**config.mk**
```make
export PLATFORM = sky130hd
export DESIGN_NAME = column_scorer
export DESIGN_NICKNAME = d
export VERILOG_FILES = /design/src/rtl/column_scorer_pkg.sv /design/src/rtl/pipe_overlap.sv /design/src/rtl/column_scorer.sv
export SDC_FILE = /design/constraint.sdc
export NUM_CORES = 1
export LEC_CHECK = 0
export BUFFER_PORTS_ARGS = -buffer_cell sky130_fd_sc_hd__buf_2
export CORE_AREA = 3 3 91 93
export CTS_CLUSTER_SIZE = 24
export DETAILED_ROUTE_END_ITERATION = 10
export DIE_AREA = 0 0 94 96
export PLACE_DENSITY = 0.69
export SYNTH_ARGS = -nofsm -noshare
export SYNTH_HDL_FRONTEND = slang
export SYNTH_SLANG_ARGS = --single-unit
export TNS_END_PERCENT = 30
```
**constraint.sdc**
```tcl
create_clock -name gameClk -period 5.8 [get_ports gameClk]
set_clock_uncertainty 0.05 [all_clocks]
set_input_delay 0 -clock gameClk [delete_from_list [all_inputs] [get_ports gameClk]]
set_output_delay 0 -clock gameClk [all_outputs]
set_load 0.02 [all_outputs]
```
**src/rtl/column_scorer_pkg.sv**
```systemverilog
// Shared game constants, state encoding and coordinate helpers for the column scorer.
// Geometry is evaluated in signed 12-bit so that subtractions near the screen origin stay ordered.
package column_scorer_pkg;

  localparam int SCREEN_WIDTH  = 640;
  localparam int SCREEN_HEIGHT = 480;
  localparam int GAP_HEIGHT    = 60;
  localparam int PADDING       = 20;
  localparam int PIPE_WIDTH    = 20;

  typedef enum logic [1:0] {
    STATE_IDLE = 2'd0,
    STATE_PLAY = 2'd1,
    STATE_DEAD = 2'd2
  } state_e;

  typedef logic signed [11:0] coord_t;

  function automatic coord_t to_coord(input logic [10:0] v);
    return $signed({1'b0, v});
  endfunction

endpackage

```
**src/rtl/pipe_overlap.sv**
```systemverilog
// Collision test between the bird box and one column: horizontal overlap with the
// column body while the bird is not fully inside the vertical gap.
module pipe_overlap
  import column_scorer_pkg::*;
#(
  parameter int BIRD_X    = 200,
  parameter int BIRD_SIZE = 16
) (
  input  logic [10:0] cx,
  input  logic [10:0] cy,
  input  logic [10:0] bird_y,
  output logic        col_hit
);

  localparam coord_t PIPE_SPAN = coord_t'(2 * PIPE_WIDTH - 1);
  localparam coord_t GAP       = coord_t'(GAP_HEIGHT);
  localparam coord_t BIRD_L    = coord_t'(BIRD_X);
  localparam coord_t BIRD_R    = coord_t'(BIRD_X + BIRD_SIZE - 1);
  localparam coord_t BIRD_SPAN = coord_t'(BIRD_SIZE - 1);

  coord_t col_right;
  coord_t col_left;
  coord_t gap_top;
  coord_t gap_bot;
  coord_t bird_top;
  coord_t bird_bot;
  logic   x_overlap;
  logic   y_outside;

  always_comb begin
    col_right = to_coord(cx);
    col_left  = col_right - PIPE_SPAN;
    gap_top   = to_coord(cy) - GAP;
    gap_bot   = to_coord(cy) + GAP;
    bird_top  = to_coord(bird_y);
    bird_bot  = bird_top + BIRD_SPAN;
    x_overlap = (col_right >= BIRD_L) && (col_left <= BIRD_R);
    y_outside = (bird_top < gap_top) || (bird_bot > gap_bot);
    col_hit   = x_overlap && y_outside;
  end

endmodule

```
**src/rtl/column_scorer.sv**
```systemverilog
// Game-state controller: detects collisions against both columns and the screen edges,
// keeps a saturating two-digit BCD score and reports finished/collide to the generator.
module column_scorer
  import column_scorer_pkg::*;
#(
  parameter int BIRD_X    = 200,
  parameter int BIRD_SIZE = 16
) (
  input  logic        gameClk,
  input  logic        reset,
  input  logic        start,
  input  logic [10:0] birdY,
  input  logic [10:0] Ax,
  input  logic [10:0] Ay,
  input  logic [10:0] Bx,
  input  logic [10:0] By,
  input  logic        passColumn,
  output logic        finished,
  output logic        collide,
  output logic [7:0]  score,
  output logic [1:0]  state
);

  localparam coord_t EDGE_TOP  = coord_t'(PADDING);
  localparam coord_t EDGE_BOT  = coord_t'(SCREEN_HEIGHT - 1 - PADDING);
  localparam coord_t BIRD_SPAN = coord_t'(BIRD_SIZE - 1);

  state_e     state_q, state_d;
  logic       finished_q, finished_d;
  logic       collide_q, collide_d;
  logic [7:0] score_q, score_d;
  logic       start_q;

  logic   hit_a;
  logic   hit_b;
  logic   edge_hit;
  logic   hit;
  logic   start_edge;
  coord_t bird_top;
  coord_t bird_bot;

  pipe_overlap #(.BIRD_X(BIRD_X), .BIRD_SIZE(BIRD_SIZE)) u_pipe_a (
    .cx      (Ax),
    .cy      (Ay),
    .bird_y  (birdY),
    .col_hit (hit_a)
  );

  pipe_overlap #(.BIRD_X(BIRD_X), .BIRD_SIZE(BIRD_SIZE)) u_pipe_b (
    .cx      (Bx),
    .cy      (By),
    .bird_y  (birdY),
    .col_hit (hit_b)
  );

  // Saturates at 99 rather than rolling over to 00.
  function automatic logic [7:0] bcd_inc(input logic [7:0] s);
    logic [7:0] r;
    if (s == 8'h99) begin
      r = s;
    end else if (s[3:0] == 4'd9) begin
      r = {s[7:4] + 4'd1, 4'd0};
    end else begin
      r = {s[7:4], s[3:0] + 4'd1};
    end
    return r;
  endfunction

  always_comb begin
    bird_top   = to_coord(birdY);
    bird_bot   = bird_top + BIRD_SPAN;
    edge_hit   = (bird_top < EDGE_TOP) || (bird_bot > EDGE_BOT);
    hit        = hit_a || hit_b || edge_hit;
    start_edge = start && !start_q;
  end

  always_comb begin
    state_d    = state_q;
    finished_d = finished_q;
    collide_d  = 1'b0;
    score_d    = score_q;
    case (state_q)
      STATE_IDLE: begin
        finished_d = 1'b1;
        if (start_edge) begin
          state_d    = STATE_PLAY;
          score_d    = 8'h00;
          finished_d = 1'b0;
        end
      end
      STATE_PLAY: begin
        finished_d = 1'b0;
        if (hit) begin
          state_d    = STATE_DEAD;
          finished_d = 1'b1;
          collide_d  = 1'b1;
        end else if (passColumn) begin
          score_d = bcd_inc(score_q);
        end
      end
      STATE_DEAD: begin
        finished_d = 1'b1;
        if (start_edge) begin
          state_d = STATE_IDLE;
        end
      end
      default: begin
        state_d    = STATE_IDLE;
        finished_d = 1'b1;
      end
    endcase
  end

  always_ff @(posedge gameClk) begin
    if (reset) begin
      state_q    <= STATE_IDLE;
      finished_q <= 1'b1;
      collide_q  <= 1'b0;
      score_q    <= 8'h00;
      start_q    <= 1'b0;
    end else begin
      state_q    <= state_d;
      finished_q <= finished_d;
      collide_q  <= collide_d;
      score_q    <= score_d;
      start_q    <= start;
    end
  end

  assign finished = finished_q;
  assign collide  = collide_q;
  assign score    = score_q;
  assign state    = state_q;

endmodule

```
== Word-level counts from Yosys, hierarchy flattened ==
Cells that the tools add are included.

* Register bits: 13
* Bits of input ports: 59
* Output and inout port bits: 12
* Word-level logic and storage cells: 67

* Add/subtract/negate cells: 9
* Order comparisons: 10
* Equality and inequality tests: 11
* Mux-type cells: 13
* Bitwise operators: 1
* Reductions and logical operators: 17

{| class="wikitable"
|+ Operator list
! operator !! number
|-
| $sub 11x6->12 const B || 4
|-
| $mux 8 || 5
|-
| $add 11x6->12 const B || 2
|-
| $gt 12x12->1 || 2
|-
| $le 12x9->1 const B || 2
|-
| $lt 12x12->1 || 2
|-
| $ge 11x8->1 const B || 2
|-
| $pmux 8 s2 || 1
|-
| $ne 2x2->1 const B || 7
|-
| $add 11x4->12 const B || 1
|-
| $gt 12x10->1 const B || 1
|-
| $lt 11x5->1 const B || 1
|-
| $add 4x1->4 const B || 2
|-
| $eq 8x8->1 const B || 1
|-
| $mux 2 || 3
|-
| $pmux 2 s3 || 1
|-
| $reduce_and 6->1 || 1
|-
| $logic_and 1x1->1 || 5
|-
| $logic_or 1x1->1 || 5
|-
| $reduce_and 5->1 || 1
|-
| $eq 4x4->1 const B || 1
|-
| $reduce_and 3->1 || 1
|-
| $eq 2x1->1 const B || 1
|-
| $eq 2x2->1 const B || 1
|-
| other kinds (7) || 8
|}

== Depth between registers and ports, before layout ==
Gate-level depths: netlist of run 1.

* Depth after elaboration: 8
* Gate-level depth with buffers: 15
* Gate-level depth less buffers: 14

== Hierarchy ==
Synthesis of run 1 repeated with hierarchy kept, for this count alone.

* Cells, all modules: 372
* Area total of the unflattened synthesis: 2915.3 um^2

{| class="wikitable"
|+ By module, submodules not included
! module !! instances !! cells an instance !! area an instance (um^2) !! sequential area each (um^2)
|-
| pipe_overlap (u_pipe_a) || 1 || 133 || 1041.0 || 0.0
|-
| pipe_overlap (u_pipe_b) || 1 || 136 || 1029.7 || 0.0
|-
| column_scorer || 1 || 103 || 844.6 || 260.2
|}

== Worst setup path before layout of run 1 ==
Ideal clock, no wire load.

* Path kind: in2reg
* From: input birdY[0]
* To: register score_q[1], in the netlist score[1]
* Library setup time: 0.123 ns
* Arrival: 2.846 ns
* Slack: 2.780 ns
* Stages: 13
* Path buffers: 1
* Cell sequence: inv_1 ha_1 nor3b_2 nor4_1 xor2_1 ha_1 maj3_2 maj3_2 o41ai_2 o311ai_1 buf_2 o21ai_1 mux2_1

* Cells in the longest elaborated chain, start to end: 8

{| class="wikitable"
|+ RTL lines
! what !! RTL line !! source
|-
| start, declared || column_scorer.sv:12 || <nowiki>input logic [10:0] birdY,</nowiki>
|-
| $add 11x4->12 || pipe_overlap.sv:36, column_scorer.sv:71 ||
|-
| $gt 12x12->1 || pipe_overlap.sv:38 || <nowiki>y_outside = (bird_top < gap_top) || (bird_bot > gap_bot);</nowiki>
|-
| $logic_or 1x1->1 || pipe_overlap.sv:38 ||
|-
| $logic_and 1x1->1 || pipe_overlap.sv:39 || <nowiki>col_hit = x_overlap && y_outside;</nowiki>
|-
| $logic_or 1x1->1 || column_scorer.sv:73 || <nowiki>hit = hit_a || hit_b || edge_hit;</nowiki>
|-
| $logic_or 1x1->1 (*) || column_scorer.sv:73 ||
|-
| $ne 2x2->1 (no source line) (*) || -- ||
|-
| $reduce_and 5->1 (no source line) (*) || -- ||
|-
| end signal, assigned || column_scorer.sv:125 || <nowiki>score_q <= score_d;</nowiki>
|-
| end, declared || column_scorer.sv:31 || <nowiki>logic [7:0] score_q, score_d;</nowiki>
|}

Every way passes the cells marked *; elsewhere a longest branch is shown, timed or not.
A chain may end at the register's enable or synchronous reset.

== Worst setup path after layout of run 1 ==
* From: input birdY[0]
* To: register score_q[7], in the netlist score[7]

* Cells in the longest elaborated chain, start to end: 8

{| class="wikitable"
|+ RTL lines
! what !! RTL line
|-
| $add 11x4->12 || pipe_overlap.sv:36, column_scorer.sv:71
|-
| $gt 12x12->1 || pipe_overlap.sv:38
|-
| $logic_or 1x1->1 || pipe_overlap.sv:38
|-
| $logic_and 1x1->1 || pipe_overlap.sv:39
|-
| $logic_or 1x1->1 || column_scorer.sv:73
|-
| $logic_or 1x1->1 (*) || column_scorer.sv:73
|-
| $ne 2x2->1 (no source line) (*) || --
|-
| $reduce_and 6->1 (no source line) (*) || --
|}

Marks and branches as above.

==> results.txt, run 1 <==
outcome: completed
H-tree levels: 1
syn nets: 456
CTS sink count: 13
Slew HR: 38.9%
Clock Tree Buf Depth: 2
clock network power share: 21.5%
Critical Path Fanout Max: 14
library cells used by synthesis: 72
Mapped Cells: 349
Overall Global Routing Usage: 15.1%
IO Port Bufs: 70
sequential power share: 24.7%
top post-synthesis cells by area: ha_1, dfxtp_1, xnor2_1
TritonCTS clock tree: built
leakage power: 1.43 nW
WL/cell: 13.7 µm
Starting Density: 36.7%
non-filler cells, final: 512
DR DRC count: 0
Synth Area in Compound Gates: 21.7%
# IOs: 71
Sw Ratio: 39.4%
largest net degree at the start of global routing: 15
Critical Path Source Type: input port
full die area: 9020 µm²
initial DRC count: 135
Max Clk Rate: 280 MHz
Synth Register Bits: 13
Yosys warnings: 0
Main synth FF type: dfxtp_1
combinational share of power: 53.8%
Area growth, synth to finish: 16.1%
sequential area share after synthesis: 9.33%
Resize count post-CTS: 0
Site Rows: 32
CP required: 5890 ps
Max Cap Viol: 0
GP Congestion: 0.831
final cycle utilization of the critical path: 61.6%
Final HPWL DP: 5910 µm
P_sw: 0.149 mW
worst hold path class: input port to flop
Peak supply drop: 0.0000716 V
area leader, netlist: ha_1
Simple-Gate Fraction of Synth Area: 27.1%
Synth top area share: 21.5%
vias in the first global route: 2620
Arr. time, crit path: 3660 ps
post-synthesis mux area share: 1.57%
DR vias: 2812
vias per cell: 5.49
fraction of registers with async set/reset: 0%
worst skew pair latency: 250 ps
# setup viols final: 0
fin. max-slew vios: 0
Commonest cells post-synth: ha_1, nor2_1, inv_1
clk root buf: clkbuf_8
first-pass GRT wire length: 11400 µm
number of synthesized flops with an enable pin: 0
placed cell count: 507
final hold vios: 0
P_int: 0.230 mW
worst slew pin tran: 908 ps
n_diodes: 0
main combinational cell family by area after synthesis: simple AND/OR/NAND/NOR gates
Final nets: 518
Worst setup EP type: flop
grt ovf: 0
RSZ-0062 raised after global routing: no
Synth Area in Adders: 22.7%
cell area after layout: 3240 µm²
Cell Area, Placed: 3190 µm²
P per Cell Area: 117 nW/µm²
Crit Path Class: input port to flop
Final ANT Viol Nets: 0
layout cells sized above 1: 22.4%
register clock-pin slew on the reported worst setup and hold paths: 50 ps
setup_tns: 0 ps
Core Region: 7610 µm²
initial antenna violation count: 0
TritonCTS Buffers: 3
Avg Cell Area, Syn: 7.99 µm²
XOR/XNOR share of the synthesized area: 11.7%
synthesized area: 2790 µm²
die height: 96 µm
post-route minimum period: 3570 ps
first drt pass iteration count: 4
Die X: 94 µm
most frequent cell after synthesis: ha_1
Total Wirelength: 7040 µm
cells by family (layout without fill, tap and decap cells):
family | after synthesis | count (layout)
AND/OR/NAND/NOR | 133 | 133
AO/OA/AOI/OAI | 79 | 79
flip-flops | 13 | 13
multiplexers | 4 | 4
buffers and inverters | 34 | 95
adder cells (fa/ha/maj) | 51 | 51
XOR/XNOR | 35 | 35
registers in the layout, summed over array words and instances, names as in the netlist:
signal    count
start_q       1
finished      1
score         8
state         2
collide       1
through the flow:
step                      power [mW]  utilization, %  hold slack, ps  setup slack [ps]
final                          0.380            42.6            60.9              2230
after CTS                      0.384            42.6            47.2              2210
after detailed placement       0.299            41.9             210              1950
after global routing           0.417            42.6            57.4              1960
after floorplan                0.239               -            78.2              2780
after global placement         0.293            41.9             180              2140
what timing repair did:
action                    CTS  global route
hold endpoints to repair    1             0
hold buffers                1             0
buffers inserted            0             0
path summary, 6_finish.rpt:
path | start | slack, ps | cells after the start | to
min | reset | 60 | 2 | state[1]
min reg2reg | score[2] | 500 | 2 | score[2]
max reg2reg | score[0] | 3080 | 6 | score[1]
max | birdY[0] | 2230 | 14 | score[7]
cells in the final DEF (no fill, tap or decap), types with 9 or more instances in the layout:
cell     Yosys  final
a21oi_1     11     11
buf_2        4     70
dfxtp_1     13     13
ha_1        48     48
inv_1       20     20
nand2_1     17     17
nand3_1     12     12
nand4_1     10     10
nor2_1      27     27
nor2b_1     10     10
nor3_1      15     15
nor4_1       9      9
xnor2_1     19     19
xor2_1      14     14
critical path: stages:
cell,delay (ps)
buf_2,160
inv_1,140
ha_1,290
nor3b_2,510
nor2_1,150
xnor2_1,230
ha_1,290
a31oi_1,150
o2bb2ai_1,130
a31oi_1,120
o41ai_2,370
o311ai_2,370
o31a_1,440
a211o_1,290
metal layers:
metal | vias up | routed length (µm) | share of wire (%) | GRT usage [%]
met3 | 2 | 294 | 4.2 | 1.49
met5 | - | 0 | 0 | 0
met4 | 0 | 19 | 0.27 | 1.08
met1 | 1305 | 3140 | 45 | 19.2
met2 | 65 | 3590 | 51 | 28.7
li1 | 1440 | - | - | -
power groups by stage:
stage	sequential (mW)	clock, mW	combinational, mW
4_1_cts	0.0937	0.0842	0.206
6_report	0.0938	0.0815	0.204
3_3_place_gp	0.0954	0	0.197
3_5_place_dp	0.0956	0	0.203
2_1_floorplan	0.0974	0	0.141
5_1_grt	0.0941	0.0903	0.233
cell type report:
type | instances | area (µm²)
flip-flops and latches | 13 | 260
repair buffers | 71 | 360
fillers | 803 | 4370
clock buffers | 4 | 45.0
inverters | 20 | 75.1
multi-input cells | 302 | 2370
well taps | 102 | 128
Note: power is estimated with default switching activity, not from simulation.
==> run 2, diff against run 1 <==
==> constraint.sdc (replaced) <==
create_clock -name gameClk -period 3.5 [get_ports gameClk]
set_clock_uncertainty 0.05 [all_clocks]
set_input_delay 0 -clock gameClk [delete_from_list [all_inputs] [get_ports gameClk]]
set_output_delay 0 -clock gameClk [all_outputs]
set_load 0.02 [all_outputs]
==> run 2 against run 1 <==
- critical path depth is 1 lower
- utilization is 1.1 points higher
- cell area is 2.5% higher
- global-route usage is 0.65 points lower
- first-iteration DRC count is 54% lower
- clock power is 64% higher
- critical endpoint unchanged
- largest cell class unchanged
- largest power group unchanged
==> results.txt, run 2 (synthesis results as in run 1) <==
Slew HR: 47.4% (+8.5 points)
final hold vios: 0 (unchanged)
Critical Path Fanout Max: 12 (-2)
RSZ-0062 raised after global routing: no
worst slew pin tran: 787 ps (-121 ps)
crit path from: birdY[0]
vias in the first global route: 2564 (-2.1%)
DR DRC count: 0 (unchanged)
first drt pass iteration count: 5 (+1)
DR vias: 2852 (+1.4%)
die height: 96 µm (unchanged)
Total Wirelength: 6930 µm (-1.5%)
final design utilization: 43.7% (+1.1 points)
first-pass GRT wire length: 11000 µm (-3.5%)
fin. max-slew vios: 0 (unchanged)
Peak supply drop: 0.0000859 V (+20%)
grt peak-use layer: met2
outcome: completed
Starting Density: 36.7% (unchanged)
leakage power: 1.49 nW (+3.8%)
GP Congestion: 0.843 (+1.4%)
initial antenna violation count: 0 (unchanged)
Final ANT Viol Nets: 0 (unchanged)
worst hold path class: input port to flop
P per Cell Area: 192 nW/µm² (+64%)
Final HPWL DP: 5810 µm (-1.8%)
full die area: 9020 µm² (unchanged)
met3 global-route usage: 1.33% (-0.16 points)
Area growth, synth to finish: 19.1%
Core Region: 7610 µm² (unchanged)
Overall Global Routing Usage: 14.5% (-0.65 points)
worst-case reg-to-reg path depth: 7 (+1)
# IOs: 71 (unchanged)
delay of the slowest critical-path stage: 430 ps (-80 ps)
Hold Startpoint: reset
TritonCTS clock tree: built
worst skew pair latency: 240 ps (about the same)
Largest register FFs: 8 (unchanged)
met2 Use GR: 27.0% (-1.7 points)
IO Port Bufs: 70 (unchanged)
GRT met1 Usage: 18.4% (-0.83 points)
worst r2r src: score[0]
CP required: 3580 ps (-2310 ps)
Die X: 94 µm (unchanged)
Final nets: 529 (+2.1%)
Max Clk Rate: 325 MHz
Worst setup EP type: flop
most common cell after layout, fill and taps aside: buf_2
slowest stage cell, crit path: o31a_1
Worst Path Buf+Inv: 2 (unchanged)
vias per cell: 5.45 (-0.71%)
TritonCTS Buffers: 3 (unchanged)
Fin Hold WS: 50.0 ps (-10.9 ps)
final cycle utilization of the critical path: 88.0%
Site Rows: 32 (unchanged)
crit path cell chain: buf_2 > inv_1 > ha_1 > nor3b_2 > nor4_1 > xor2_1 > ha_1 > maj3_2 > maj3_2 > o41ai_2 > o311ai_2 > o31a_1 > a211o_1
Arr. time, crit path: 3160 ps (-500 ps)
register clock-pin slew on the reported worst setup and hold paths: 50 ps (about the same)
Max Cap Viol: 0 (unchanged)
grt ovf: 0 (unchanged)
stages on the worst setup path: 13 (-1)
H-tree levels: 1 (unchanged)
# setup viols final: 0 (unchanged)
largest net degree at the start of global routing: 15 (unchanged)
post-route minimum period: 3080 ps
CP delay by family, top: compound AO/OA/AOI/OAI gates
CTS sink count: 13 (unchanged)
Crit Path Class: input port to flop
Critical Path Source Type: input port
clk root buf: clkbuf_8
setup_tns: 0 ps (unchanged)
WL/cell: 13.2 µm (-3.6%)
n_diodes: 0 (unchanged)
initial DRC count: 62 (-54%)
layout cells sized above 1: 24.5% (+2.0 points)
Clock Tree Buf Depth: 2 (unchanged)
WHS Path Cells: 2 (unchanged)
commonest non-fill, non-tap cells in the layout: buf_2, ha_1, nor2_1
[run 2: final timing paths]
kind              endpoint  slack, ps
hold reg to reg   score[2]        490
setup / recovery  score[7]        420
setup reg to reg  score[1]       1220
hold / removal     start_q         50
[run 2: through the flow]
step / total power [mW] / setup slack [ps] / std cells / area [µm²]
3_3_place_gp: 0.495 / 189 / 518 / 3270
4_1_cts: 0.645 / 411 / 523 / 3320
3_5_place_dp: 0.505 / 159 / 518 / 3270
6_report: 0.639 / 421 / 523 / 3320
2_1_floorplan: 0.395 / 480 / 349 / 2790
5_1_grt: 0.693 / 123 / 523 / 3320
[run 2: power by group]
group / total [mW] / switching, mW / internal (mW)
Sequential: 0.155 / 0.00353 / 0.152
Combinational: 0.350 / 0.193 / 0.157
Clock: 0.134 / 0.0539 / 0.0805
Total: 0.639 / 0.250 / 0.389
[run 2: routing by layer]
metal	part of all wire (%)	vias up
met5	0	-
met2	49	63
met3	4.3	9
met4	0.71	0
li1	-	1467
met1	46	1313
[run 2: worst reg2reg max path, cell delays in order, from the launching register on]
cell and delay (ps):
dfxtp_1 420, ha_1 180, nand3b_1 120, or3b_2 550, o31ai_1 240, buf_4 200
o21ai_1 80, mux2_1 330
[run 2: cell type report]
type | count | area [µm²]
Fill cell | 769 | 4280
Sequential cell | 13 | 260
Clock buffer | 4 | 45.0
Timing Repair Buffer | 82 | 443
Multi-Input combinational cell | 302 | 2370
Tap cell | 102 | 128
Inverter | 20 | 75.1
[run 2: timing repair]
| item | 4_1_cts | 5_1_grt |
|---|---|---|
| hold buffers | 1 | 0 |
| resized for setup | 0 | 0 |
| hold endpoints to repair | 1 | 0 |
| buffers inserted | 0 | 0 |
==> run 3, diff against run 2 <==
--- a/config.mk
+++ b/config.mk
@@ -10,7 +10,7 @@
 export CTS_CLUSTER_SIZE = 24
 export DETAILED_ROUTE_END_ITERATION = 10
 export DIE_AREA = 0 0 94 96
-export PLACE_DENSITY = 0.69
+export PLACE_DENSITY_LB_ADDON = 0.15
 export SYNTH_ARGS = -nofsm -noshare
 export SYNTH_HDL_FRONTEND = slang
 export SYNTH_SLANG_ARGS = --single-unit
==> run 3 against run 2 <==
- cell count is 0.19% lower
- first-iteration DRC count up 71%
- clock-buffer cell count unchanged
- worst setup slack better by 14 ps
- sequential share of layout area about the same
- via count fell by 0.39%
- register-to-register slack hardly changed
- critical path type unchanged
- die area did not move
- critical path depth shrank 2
- maximum frequency rose by 0.47%
==> results.txt, run 3 (synthesis results as in run 1) <==
outcome: completed
CP required: 3580 ps (about the same)
TritonCTS Buffers: 3 (unchanged)
Final HPWL DP: 6000 µm (+3.4%)
commonest non-fill, non-tap cells in the layout: buf_2, ha_1, nor2_1
initial DRC count: 106 (+71%)
Clock Tree Buf Depth: 2 (unchanged)
clk root buf: clkbuf_8
most common cell after layout, fill and taps aside: buf_2
Cell Area, Placed: 3250 µm² (-0.46%)
# setup viols final: 0 (unchanged)
DR vias: 2841 (-0.39%)
fin. max-slew vios: 0 (unchanged)
Die X: 94 µm (unchanged)
reg-to-reg slack, setup: 1220 ps (about the same)
layout cells sized above 1: 24.0% (-0.42 points)
Critical Path Fanout Max: 14 (+2)
initial antenna violation count: 0 (unchanged)
placed cell count: 517 (-0.19%)
full die area: 9020 µm² (unchanged)
Site Rows: 32 (unchanged)
P per Cell Area: 193 nW/µm² (+0.42%)
largest net degree at the start of global routing: 15 (unchanged)
die height: 96 µm (unchanged)
Area growth, synth to finish: 18.6%
Core Region: 7610 µm² (unchanged)
n_diodes: 0 (unchanged)
DR DRC count: 0 (unchanged)
Worst setup EP type: flop
post-route minimum period: 3060 ps (-14.3 ps)
Final nets: 528 (-0.19%)
Critical Path Source Type: input port
Total Wirelength: 7270 µm (+5.0%)
cell area after layout: 3310 µm² (-0.45%)
worst skew pair latency: 240 ps (about the same)
Post-CTS Setup Bufs: 0 (unchanged)
WL/cell: 13.9 µm (+5.2%)
H-tree levels: 1 (unchanged)
hold-fix buffers at CTS: 1 (unchanged)
non-filler cells, final: 522 (-0.19%)
final hold vios: 0 (unchanged)
Overall Global Routing Usage: 15.9% (+1.4 points)
Max Clk Rate: 326 MHz (+0.47%)
worst hold path class: input port to flop
vias in the first global route: 2565 (+0.039%)
IO Port Bufs: 70 (unchanged)
grt ovf: 0 (unchanged)
first-pass GRT wire length: 11700 µm (+6.2%)
final cycle utilization of the critical path: 87.6% (-0.41 points)
TritonCTS clock tree: built
CTS sink count: 13 (unchanged)
GP Congestion: 0.821 (-2.7%)
crit path cell chain: buf_2 > nand2_1 > o31a_1 > or2_1 > maj3_2 > maj3_2 > o41ai_2 > o311ai_1 > buf_4 > o31a_1 > a211o_1
Fillers: 797 (+3.6%)
Arr. time, crit path: 3150 ps (about the same)
Starting Density: 36.7% (unchanged)
RSZ-0062 raised after global routing: no
Peak supply drop: 0.000143 V (+66%)
Crit Path Class: input port to flop
worst slew pin tran: 773 ps (-13.9 ps)
Largest register FFs: 8 (unchanged)
vias per cell: 5.44 (-0.19%)
# IOs: 71 (unchanged)
Max Cap Viol: 0 (unchanged)
slowest stage cell, crit path: o31a_1
flip-flop and latch area: 260 µm² (unchanged)
area occupied by multi-input gates: 2360 µm² (-0.32%)
delay of the slowest critical-path stage: 430 ps (about the same)
first drt pass iteration count: 4 (-1)
leakage power: 1.48 nW (-0.31%)
Final ANT Viol Nets: 0 (unchanged)
final design utilization: 43.5% (-0.20 points)
setup_tns: 0 ps (unchanged)
Slew HR: 47.8% (+0.35 points)
Resize count post-CTS: 0 (unchanged)
register clock-pin slew on the reported worst setup and hold paths: 50 ps (about the same)
==> run 3: changes by cell type in the layout (fill, tap and decap cells not counted) <==
cell,delta
o311ai_2,-1
o311ai_1,+1
buf_4,-1
==> run 3: final timing paths <==
check,endpoint,from,cells past startpoint
setup / recovery,score[7],birdY[4],11
hold / removal,start_q,reset,2
setup reg to reg,score[1],score[0],7
hold reg to reg,score[7],score[7],1
==> run 3: routing by layer <==
| layer | wire (µm) | part of all wire (%) | track usage, % |
|---|---|---|---|
| met5 | 0 | 0 | 0 |
| met4 | 78 | 1.1 | 4.21 |
| met3 | 326 | 4.5 | 1.17 |
| met2 | 3590 | 49 | 29.0 |
| met1 | 3280 | 45 | 20.1 |
==> run 3: critical path, delay by kind of cell <==
family                     cells  cell delay (ps)
buffers and inverters          2              410
adders and majority gates      2              640
and+or+nand+nor                2              640
AOI/OAI and AO/OA              5             1460
==> run 3: layout make-up <==
cell class,instances,share of cell area (%)
Tap cell,102,3.86
Sequential cell,13,7.87
Multi-Input combinational cell,302,71.5
Timing Repair Buffer,81,13.2
Inverter,20,2.27
Clock buffer,4,1.36
==> run 3: per-stage QoR <==
step	setup slack, ps	hold slack, ps	total power, mW
6_report	436	50.5	0.639
5_1_grt	179	75.5	0.699
3_3_place_gp	191	183	0.500
4_1_cts	412	50.6	0.644
3_5_place_dp	166	188	0.507
2_1_floorplan	480	78.2	0.395
==> run 3: report_power, final <==
group | total, mW | internal (mW) | switching, mW | leakage (nW)
registers | 0.155 | 0.152 | 0.00377 | 0.106
clock network | 0.135 | 0.0805 | 0.0546 | 0.0228
logic | 0.349 | 0.155 | 0.193 | 1.35
